$ cat config.mk
export PLATFORM = sky130hd
export DESIGN_NAME = osd_multi_region_overlay
export DESIGN_NICKNAME = d
export VERILOG_FILES = /design/src/rtl/osd_multi_region_overlay.sv
export SDC_FILE = /design/constraint.sdc
export NUM_CORES = 2
export LEC_CHECK = 0
export ABC_AREA = 1
export ABC_CLOCK_PERIOD_IN_PS = 12600
export CAP_MARGIN = 40
export CORE_MARGIN = 2
export CORE_UTILIZATION = 66
export DETAILED_ROUTE_END_ITERATION = 12
export DONT_BUFFER_PORTS = 1
export PLACE_DENSITY = 0.82
export SYNTH_ARGS = -nofsm -noshare
export SYNTH_HDL_FRONTEND = slang
export SYNTH_SLANG_ARGS = --single-unit
$ cat constraint.sdc
create_clock -name pix_clk -period 12.6 [get_ports pix_clk]
set_clock_uncertainty 0.1 [all_clocks]
set_input_delay 1.89 -clock pix_clk [delete_from_list [all_inputs] [get_ports pix_clk]]
set_output_delay 1.89 -clock pix_clk [all_outputs]
set_load 0.01 [all_outputs]
$ cat src/rtl/osd_multi_region_overlay.sv
// Multi-region text overlay for a mono video stream: per-frame shadowed region config,
// glyph fetch from a shared 1-cycle font ROM, and a fixed 3-stage blend pipeline to RGB.
module osd_multi_region_overlay #(
  parameter int N_REGIONS     = 4,
  parameter int STRING_LENGTH = 8,
  parameter int CHAR_ENCODING = 12,
  parameter int LAST_CHAR     = 383,
  parameter int CHAR_W        = 8,
  parameter int CHAR_H        = 16,
  parameter int MSB_BPP       = 8,
  parameter int DATA_WIDTH    = 24,
  parameter int FRAME_W       = 640,
  parameter int FRAME_H       = 480,
  localparam int XW  = $clog2(FRAME_W),
  localparam int YW  = $clog2(FRAME_H),
  localparam int FAW = $clog2((LAST_CHAR - 31) * CHAR_W * CHAR_H)
) (
  input  logic                                          pix_clk,
  input  logic                                          rst_n,
  input  logic                                          fval,
  input  logic                                          lval,
  input  logic                                          dval,
  input  logic [MSB_BPP-1:0]                            pix_data,
  input  logic [N_REGIONS-1:0]                          region_en,
  input  logic [2*N_REGIONS-1:0]                        region_mode,
  input  logic [N_REGIONS*XW-1:0]                       region_x,
  input  logic [N_REGIONS*YW-1:0]                       region_y,
  input  logic [N_REGIONS*STRING_LENGTH*CHAR_ENCODING-1:0] region_str,
  input  logic [N_REGIONS*DATA_WIDTH-1:0]               region_color,
  input  logic [DATA_WIDTH-1:0]                         bg_color,
  output logic [FAW-1:0]                                font_addr,
  input  logic [MSB_BPP-1:0]                            font_data,
  output logic [DATA_WIDTH-1:0]                         pix_modified,
  output logic                                          fval_out,
  output logic                                          lval_out,
  output logic                                          dval_out,
  output logic                                          cfg_latched
);
  localparam int CWB = $clog2(CHAR_W);
  localparam int CHB = $clog2(CHAR_H);
  localparam int CIB = $clog2(STRING_LENGTH);
  localparam int CHW = DATA_WIDTH / 3;
  localparam logic [XW:0] BOX_W = (XW+1)'(STRING_LENGTH * CHAR_W);
  localparam logic [YW:0] BOX_H = (YW+1)'(CHAR_H);
  localparam logic [XW-1:0] X_MAX = XW'(FRAME_W - 1);
  localparam logic [YW-1:0] Y_MAX = YW'(FRAME_H - 1);
  localparam logic [CHAR_ENCODING-1:0] CODE_MIN = CHAR_ENCODING'(32);
  localparam logic [CHAR_ENCODING-1:0] CODE_MAX = CHAR_ENCODING'(LAST_CHAR);

  logic [N_REGIONS-1:0]                          sh_en_r;
  logic [2*N_REGIONS-1:0]                        sh_mode_r;
  logic [N_REGIONS*XW-1:0]                       sh_x_r;
  logic [N_REGIONS*YW-1:0]                       sh_y_r;
  logic [N_REGIONS*STRING_LENGTH*CHAR_ENCODING-1:0] sh_str_r;
  logic [N_REGIONS*DATA_WIDTH-1:0]               sh_color_r;
  logic [DATA_WIDTH-1:0]                         sh_bg_r;
  logic [XW-1:0] x_r;
  logic [YW-1:0] y_r;
  logic          fval_d_r, lval_d_r, armed_r, cfg_latched_r;

  logic                     hit_s, gvalid_s;
  logic [1:0]               mode_s;
  logic [DATA_WIDTH-1:0]    color_s;
  logic [FAW-1:0]           addr_s;
  logic [XW-1:0]            rx_s;
  logic [YW-1:0]            ry_s;
  logic [XW:0]              dx_s;
  logic [YW:0]              dy_s;
  logic [CIB-1:0]           cidx_s;
  logic [CHAR_ENCODING-1:0] code_s;

  logic                  s1_hit_r, s1_gvalid_r, s2_hit_r, s2_gvalid_r;
  logic [1:0]            s1_mode_r, s2_mode_r;
  logic [DATA_WIDTH-1:0] s1_color_r, s2_color_r, s1_bg_r, s2_bg_r, pix_r;
  logic [MSB_BPP-1:0]    s1_video_r, s2_video_r;
  logic [2:0]            s1_flags_r, s2_flags_r, flags_out_r;
  logic [FAW-1:0]        font_addr_r;
  logic [MSB_BPP-1:0]    glyph_s;

  function automatic logic [FAW-1:0] glyph_addr(input logic [CHAR_ENCODING-1:0] code,
                                                input logic [CHB-1:0] row,
                                                input logic [CWB-1:0] col);
    logic [CHAR_ENCODING-1:0] off;
    off = code - CODE_MIN;
    glyph_addr = FAW'({off, row, col});
  endfunction

  function automatic logic [CHW-1:0] blend_ch(input logic [1:0] mode, input logic [7:0] g,
                                              input logic [CHW-1:0] c, input logic [CHW-1:0] v,
                                              input logic [CHW-1:0] b);
    logic [15:0] acc;
    acc = 16'd0;
    case (mode)
      2'd1:    blend_ch = (g >= 8'd128) ? c : v;
      2'd2:    blend_ch = (g >= 8'd128) ? c : b;
      2'd3: begin
        acc      = 16'(g) * 16'(c) + 16'(8'd255 - g) * 16'(v);
        blend_ch = CHW'(acc >> 8);
      end
      default: blend_ch = v;
    endcase
  endfunction

  // Frame/line counters and per-frame shadow configuration capture
  always_ff @(posedge pix_clk) begin
    if (!rst_n) begin
      x_r <= {XW{1'b0}};
      y_r <= {YW{1'b0}};
      fval_d_r <= 1'b1;  // a reset inside an active frame must not look like a frame start
      lval_d_r <= 1'b0;
      armed_r <= 1'b0;
      cfg_latched_r <= 1'b0;
      sh_en_r <= {N_REGIONS{1'b0}};
      sh_mode_r <= {(2*N_REGIONS){1'b0}};
      sh_x_r <= {(N_REGIONS*XW){1'b0}};
      sh_y_r <= {(N_REGIONS*YW){1'b0}};
      sh_str_r <= {(N_REGIONS*STRING_LENGTH*CHAR_ENCODING){1'b0}};
      sh_color_r <= {(N_REGIONS*DATA_WIDTH){1'b0}};
      sh_bg_r <= {DATA_WIDTH{1'b0}};
    end else begin
      fval_d_r <= fval;
      lval_d_r <= lval;
      if (!lval) x_r <= {XW{1'b0}};
      else if (dval && (x_r != X_MAX)) x_r <= x_r + XW'(1'b1);
      else x_r <= x_r;
      if (!fval) y_r <= {YW{1'b0}};
      else if (lval_d_r && !lval && (y_r != Y_MAX)) y_r <= y_r + YW'(1'b1);
      else y_r <= y_r;
      if (fval && !fval_d_r) begin
        sh_en_r <= region_en;
        sh_mode_r <= region_mode;
        sh_x_r <= region_x;
        sh_y_r <= region_y;
        sh_str_r <= region_str;
        sh_color_r <= region_color;
        sh_bg_r <= bg_color;
        armed_r <= 1'b1;
        cfg_latched_r <= 1'b1;
      end else begin
        cfg_latched_r <= 1'b0;
      end
    end
  end

  // Region hit search; iterating downwards lets the lowest index win
  always_comb begin
    hit_s = 1'b0;
    gvalid_s = 1'b0;
    mode_s = 2'd0;
    color_s = {DATA_WIDTH{1'b0}};
    addr_s = font_addr_r;
    rx_s = {XW{1'b0}};
    ry_s = {YW{1'b0}};
    dx_s = {(XW+1){1'b0}};
    dy_s = {(YW+1){1'b0}};
    cidx_s = {CIB{1'b0}};
    code_s = {CHAR_ENCODING{1'b0}};
    for (int r = N_REGIONS - 1; r >= 0; r--) begin
      rx_s = sh_x_r[r*XW +: XW];
      ry_s = sh_y_r[r*YW +: YW];
      dx_s = {1'b0, x_r} - {1'b0, rx_s};
      dy_s = {1'b0, y_r} - {1'b0, ry_s};
      cidx_s = dx_s[CWB +: CIB];
      code_s = sh_str_r[(r*STRING_LENGTH + int'(cidx_s))*CHAR_ENCODING +: CHAR_ENCODING];
      if (sh_en_r[r] && (sh_mode_r[2*r +: 2] != 2'd0) && (x_r >= rx_s) && (dx_s < BOX_W)
          && (y_r >= ry_s) && (dy_s < BOX_H)) begin
        hit_s = 1'b1;
        mode_s = sh_mode_r[2*r +: 2];
        color_s = sh_color_r[r*DATA_WIDTH +: DATA_WIDTH];
        gvalid_s = (code_s >= CODE_MIN) && (code_s <= CODE_MAX);
        if (gvalid_s) addr_s = glyph_addr(code_s, dy_s[CHB-1:0], dx_s[CWB-1:0]);
        else addr_s = font_addr_r;
      end else begin
        hit_s = hit_s;
      end
    end
    if (!(armed_r && lval && dval)) begin
      hit_s = 1'b0;
      gvalid_s = 1'b0;
      addr_s = font_addr_r;
    end else begin
      hit_s = hit_s;
    end
  end

  assign glyph_s = s2_gvalid_r ? font_data : {MSB_BPP{1'b0}};

  // S1 capture, S2 wait for ROM, S3 blend; flags ride alongside so latency is fixed
  always_ff @(posedge pix_clk) begin
    if (!rst_n) begin
      {s1_hit_r, s1_gvalid_r, s2_hit_r, s2_gvalid_r} <= 4'b0000;
      s1_mode_r <= 2'd0;
      s2_mode_r <= 2'd0;
      s1_color_r <= {DATA_WIDTH{1'b0}};
      s2_color_r <= {DATA_WIDTH{1'b0}};
      s1_bg_r <= {DATA_WIDTH{1'b0}};
      s2_bg_r <= {DATA_WIDTH{1'b0}};
      s1_video_r <= {MSB_BPP{1'b0}};
      s2_video_r <= {MSB_BPP{1'b0}};
      s1_flags_r <= 3'b000;
      s2_flags_r <= 3'b000;
      flags_out_r <= 3'b000;
      font_addr_r <= {FAW{1'b0}};
      pix_r <= {DATA_WIDTH{1'b0}};
    end else begin
      s1_hit_r <= hit_s;
      s1_gvalid_r <= gvalid_s;
      s1_mode_r <= mode_s;
      s1_color_r <= color_s;
      s1_bg_r <= sh_bg_r;
      s1_video_r <= pix_data;
      s1_flags_r <= {fval, lval, dval};
      font_addr_r <= addr_s;
      s2_hit_r <= s1_hit_r;
      s2_gvalid_r <= s1_gvalid_r;
      s2_mode_r <= s1_mode_r;
      s2_color_r <= s1_color_r;
      s2_bg_r <= s1_bg_r;
      s2_video_r <= s1_video_r;
      s2_flags_r <= s1_flags_r;
      flags_out_r <= s2_flags_r;
      if (s2_hit_r) begin
        pix_r <= {blend_ch(s2_mode_r, glyph_s, s2_color_r[2*CHW +: CHW], s2_video_r, s2_bg_r[2*CHW +: CHW]),
                  blend_ch(s2_mode_r, glyph_s, s2_color_r[CHW +: CHW],   s2_video_r, s2_bg_r[CHW +: CHW]),
                  blend_ch(s2_mode_r, glyph_s, s2_color_r[0 +: CHW],     s2_video_r, s2_bg_r[0 +: CHW])};
      end else begin
        pix_r <= {s2_video_r, s2_video_r, s2_video_r};
      end
    end
  end

  assign font_addr = font_addr_r;
  assign pix_modified = pix_r;
  assign {fval_out, lval_out, dval_out} = flags_out_r;
  assign cfg_latched = cfg_latched_r;
endmodule

==> metrics list <==
- Residual DRC count: 0
- The worst hold path passes through 2 cells.
* Maximum buffer depth of the clock tree: 3
* Post-Place Cell Area: 44900 sq um
- At the pin with the least slew margin, the transition time is 3470 ps.
- Setup violations remaining at the end of the flow were counted as 0.
* Number of gates given a new drive strength after cts: 0
- In the final layout, flip-flops and latches occupy 15700 sq um.
- Int Power: 0.00448 W
- Relative to the synthesized area, the layout overhead comes to 6.95%.
* Number of rows in the core area: 95
* Min Tclk post-route: 9880 ps
- For this design the total switching power over the nets is 0.00198 W.
- Routability-driven placement finished with a final weighted congestion of 0.987.
- Setup total negative slack on the finished layout was measured at 0 ps.
* Number of clock sinks seen by CTS: 783
* Number of buffers added by the clock tree synthesis step: 81
- The die is 264 microns tall.
* Initial antenna violation count: 53
- Once the clock tree was built, the setup fixing pass inserted 0 buffers.
* Avg Inst Size Synth: 6.99 sq um
- Buffers placed on the I/O ports in this run total 0.
- At the worst endpoint, the required time is 13050 ps.
- Of the total power, registers draw 40.8%.
- Start point of the worst min-delay path: s1_bg_r[22]
* Cells on worst reg2reg path: 36
* Number of global-route vias before repair: 38800
- Yosys attributes the largest share of cell area to sky130_fd_sc_hd__dfxtp_1 35%, sky130_fd_sc_hd__o21ai_0 9.2%, sky130_fd_sc_hd__nor2_1 9.1%.
- Yosys Warn Count: 0
- The worst setup path is of the input port to flip-flop kind.
- In this run the count of I/O pins placed on the die edge is 657.
- In this run the static leakage power is 22.9 nW.
- For this block, the initial DRC count from the detailed router was 4833.
- Width of the chip: 264 microns
* Sequential element share of the synthesized area: 35.0%
- Most Frequent Cell on Critical Path: sky130_fd_sc_hd__nand2_1
- In this run the critical register-to-register path is captured at pix_modified[5].
- The path class of the tightest hold or removal check is flip-flop to flip-flop.
* Outcome: finished with violations
* Switching share of power: 30.7%
* Final Instance Area: 47900 sq um
- Highest ir drop seen on vdd: 0.114 mV
- Worst Hold Path EP: s2_bg_r[22]
* Final number of max-transition violations: 537
* Kind of capture point of the worst setup path: flip-flop
* Root buf cell: sky130_fd_sc_hd__clkbuf_16
* Post-detailed-route wirelength per cell: 19.8 microns
- For this run, the total global-route usage over all layers was measured as 39.4%.
- Worst r2r src: s2_gvalid_r
- Post-detail-place hpwl: 104000 microns
* Number of hold-slack violations in the final timing report: 0
- Entering global routing, the biggest net connects 723 pins.
- Overall die area: 69900 sq um
- Combinational logic is responsible for 20.3% of the overall power.
- Dividing total power by cell area gives a power density of 135 nW/um^2.
- In the final layout, the multi-input gates occupy 24000 sq um.
* Dominant cell by count in the synthesized netlist: sky130_fd_sc_hd__nor2_1
* Fraction of synthesized cell area taken by the top area cell type: 35.0%
- Highest-delay cell along the critical path: sky130_fd_sc_hd__inv_1
- Post-synthesis instance area: 44700 sq um
* Violations in the final reports: max-slew violations
* Synthesized net count: 7415
* Mean number of vias per cell: 5.80
- STA classifies the critical path startpoint as an input port.
- In this run, synthesis inferred 0 flip-flops with an integrated enable.
- The tool flagged a number of max-cap violations equal to 0.
- Commonest register cell after synthesis: sky130_fd_sc_hd__dfxtp_1
* Worst stage delay on the critical path: 620 ps
* Number of distinct library cells after synthesis: 48
- Global-route wire length before repair: 215000 microns
* Core footprint: 67200 sq um
* Hold buffer count at cts: 0
- Seq cells post-synth: 783
- The final critical path takes up 78.4% of the cycle.
* Vias post-DR: 41600
* RSZ-0062 raised after global routing: no
- The first TritonRoute pass finished after 6 iterations.
* Starting density of the core: 66.6%
- Post-DRT Antenna Nets: 0
- In the final design database the tool counted 7203 nets.
- Ratio of cells with drive above 1 in the final layout: 3.13%
- In this run the worst path has a maximum fanout of 17.
* Maximum level of the CTS H-tree: 3
- At the worst endpoint, the arrival time is 10340 ps.
- TritonCTS built the clock tree.
* Clock-pin transition on the worst setup and hold timing paths: 60 ps
- Cell taking the most area after synthesis: sky130_fd_sc_hd__dfxtp_1
* Clock network latency to the later pin of the worst-skew pair: 650 ps
- Commonest cells in the netlist: 1090 x sky130_fd_sc_hd__nor2_1, 999 x sky130_fd_sc_hd__inv_1, 983 x sky130_fd_sc_hd__nand2_1
* Setup slack of the worst register-to-register path: 3120 ps
- Share of flip-flops with an asynchronous set or reset after synthesis: 0%
- Summed over all layers, the global routing overflow is 0.
- Maximum clock frequency: 0.101 GHz
- Worst max-slew margin expressed relative to the limit: -131%
- Drt total wl: 142000 microns
- Counting the fill cells in the layout gives 5678.
* Synthesized instance count: 6403
* Fraction of power consumed by the clock network: 39.0%
[per-layer routing]
layer	routed length (microns)	vias up	GRT usage (%)
met5	127	-	0
met4	7510	22	20.1
met3	14700	434	9.46
met2	63600	2023	61.8
met1	56300	19300	50.9
li1	-	19800	-
[worst max-delay path by stage]
stage	startpoint	end	slack [ps]	cells after the start
6_report	font_data[1]	pix_modified[5]	2720	36
3_3_place_gp	font_data[1]	pix_modified[5]	2440	36
2_1_floorplan	font_data[7]	pix_modified[13]	3400	35
3_5_place_dp	font_data[1]	pix_modified[5]	2210	36
4_1_cts	font_data[1]	pix_modified[5]	2800	36
5_1_grt	font_data[1]	pix_modified[5]	2080	36
[sequential cells by signal, summed over array words and instances (netlist names), 9 cells and up]
name,flops
sh_y_r,36
x_r,10
font_addr,16
sh_color_r,96
s1_color_r,24
sh_x_r,40
y_r,9
sh_bg_r,24
s2_bg_r,24
s1_bg_r,24
s2_color_r,24
sh_str_r,384
pix_modified,24
[power by group through the flow]
stage / sequential, W / clock (W) / combinational (W)
floorplan: 0.00267 / 0 / 0.000971
global placement: 0.00268 / 0 / 0.00123
detailed placement: 0.00269 / 0 / 0.00127
CTS: 0.00263 / 0.00253 / 0.00128
global route: 0.00264 / 0.00263 / 0.00147
finish: 0.00264 / 0.00252 / 0.00131
[stage by stage]
step,hold slack (ps),cells,power (W),worst slack (ps),util [%]
detailed placement,295,6980,0.00396,2210,66.8
global route,323,7164,0.00675,2080,71.2
global placement,292,6974,0.00391,2440,66.7
CTS,308,7130,0.00644,2800,71.1
finish,310,7175,0.00647,2720,71.3
floorplan,290,6403,0.00364,3400,-
[worst max-delay path: cells and delay by family]
kind,cells,cell delay [ps]
AOI/OAI and AO/OA,5,970
buffers and inverters,8,990
and+or+nand+nor,12,1400
xor gates and xnor gates,1,600
adders and majority gates,10,4490
[final cells by class]
cell class              count  area share (%)
multi-input cells        4290            50.2
inverters                1003            7.88
repair buffers             32           0.737
diodes                     44           0.230
flip-flops and latches    783            32.8
well taps                 873            2.28
clock buffers             118            5.03
clock inverters            32           0.889
[placed cells by master, fill, tap and decap left out, types with 31 or more instances in the layout]
cell type                      n
sky130_fd_sc_hd__diode_2      44
sky130_fd_sc_hd__clkbuf_16    82
sky130_fd_sc_hd__fa_1        192
sky130_fd_sc_hd__nor3_1       34
sky130_fd_sc_hd__nand2_1     982
sky130_fd_sc_hd__dfxtp_1     783
sky130_fd_sc_hd__ha_1        207
sky130_fd_sc_hd__nand4_1      41
sky130_fd_sc_hd__o21ai_0     823
sky130_fd_sc_hd__inv_1       999
sky130_fd_sc_hd__nor2_1     1088
sky130_fd_sc_hd__nand3_1     298
sky130_fd_sc_hd__o21bai_1     31
sky130_fd_sc_hd__o22ai_1      38
sky130_fd_sc_hd__a21oi_1     377
[kinds of logic (layout without fill, tap and decap cells)]
| kind of cell | Yosys count | count (layout) | synth area share (%) |
|---|---|---|---|
| AND/OR/NAND/NOR | 2505 | 2505 | 22.6 |
| AO/OA/AOI/OAI | 1341 | 1341 | 15.7 |
| buffers and inverters | 1330 | 1185 | 11.3 |
| flip-flops | 783 | 783 | 35.0 |
| adder cells (fa/ha/maj) | 399 | 399 | 14.4 |
| XOR/XNOR | 44 | 44 | 0.878 |
| multiplexers | 1 | 1 | 0.0224 |
| other | 0 | 44 | 0 |
(Power assumes the default switching activity.)
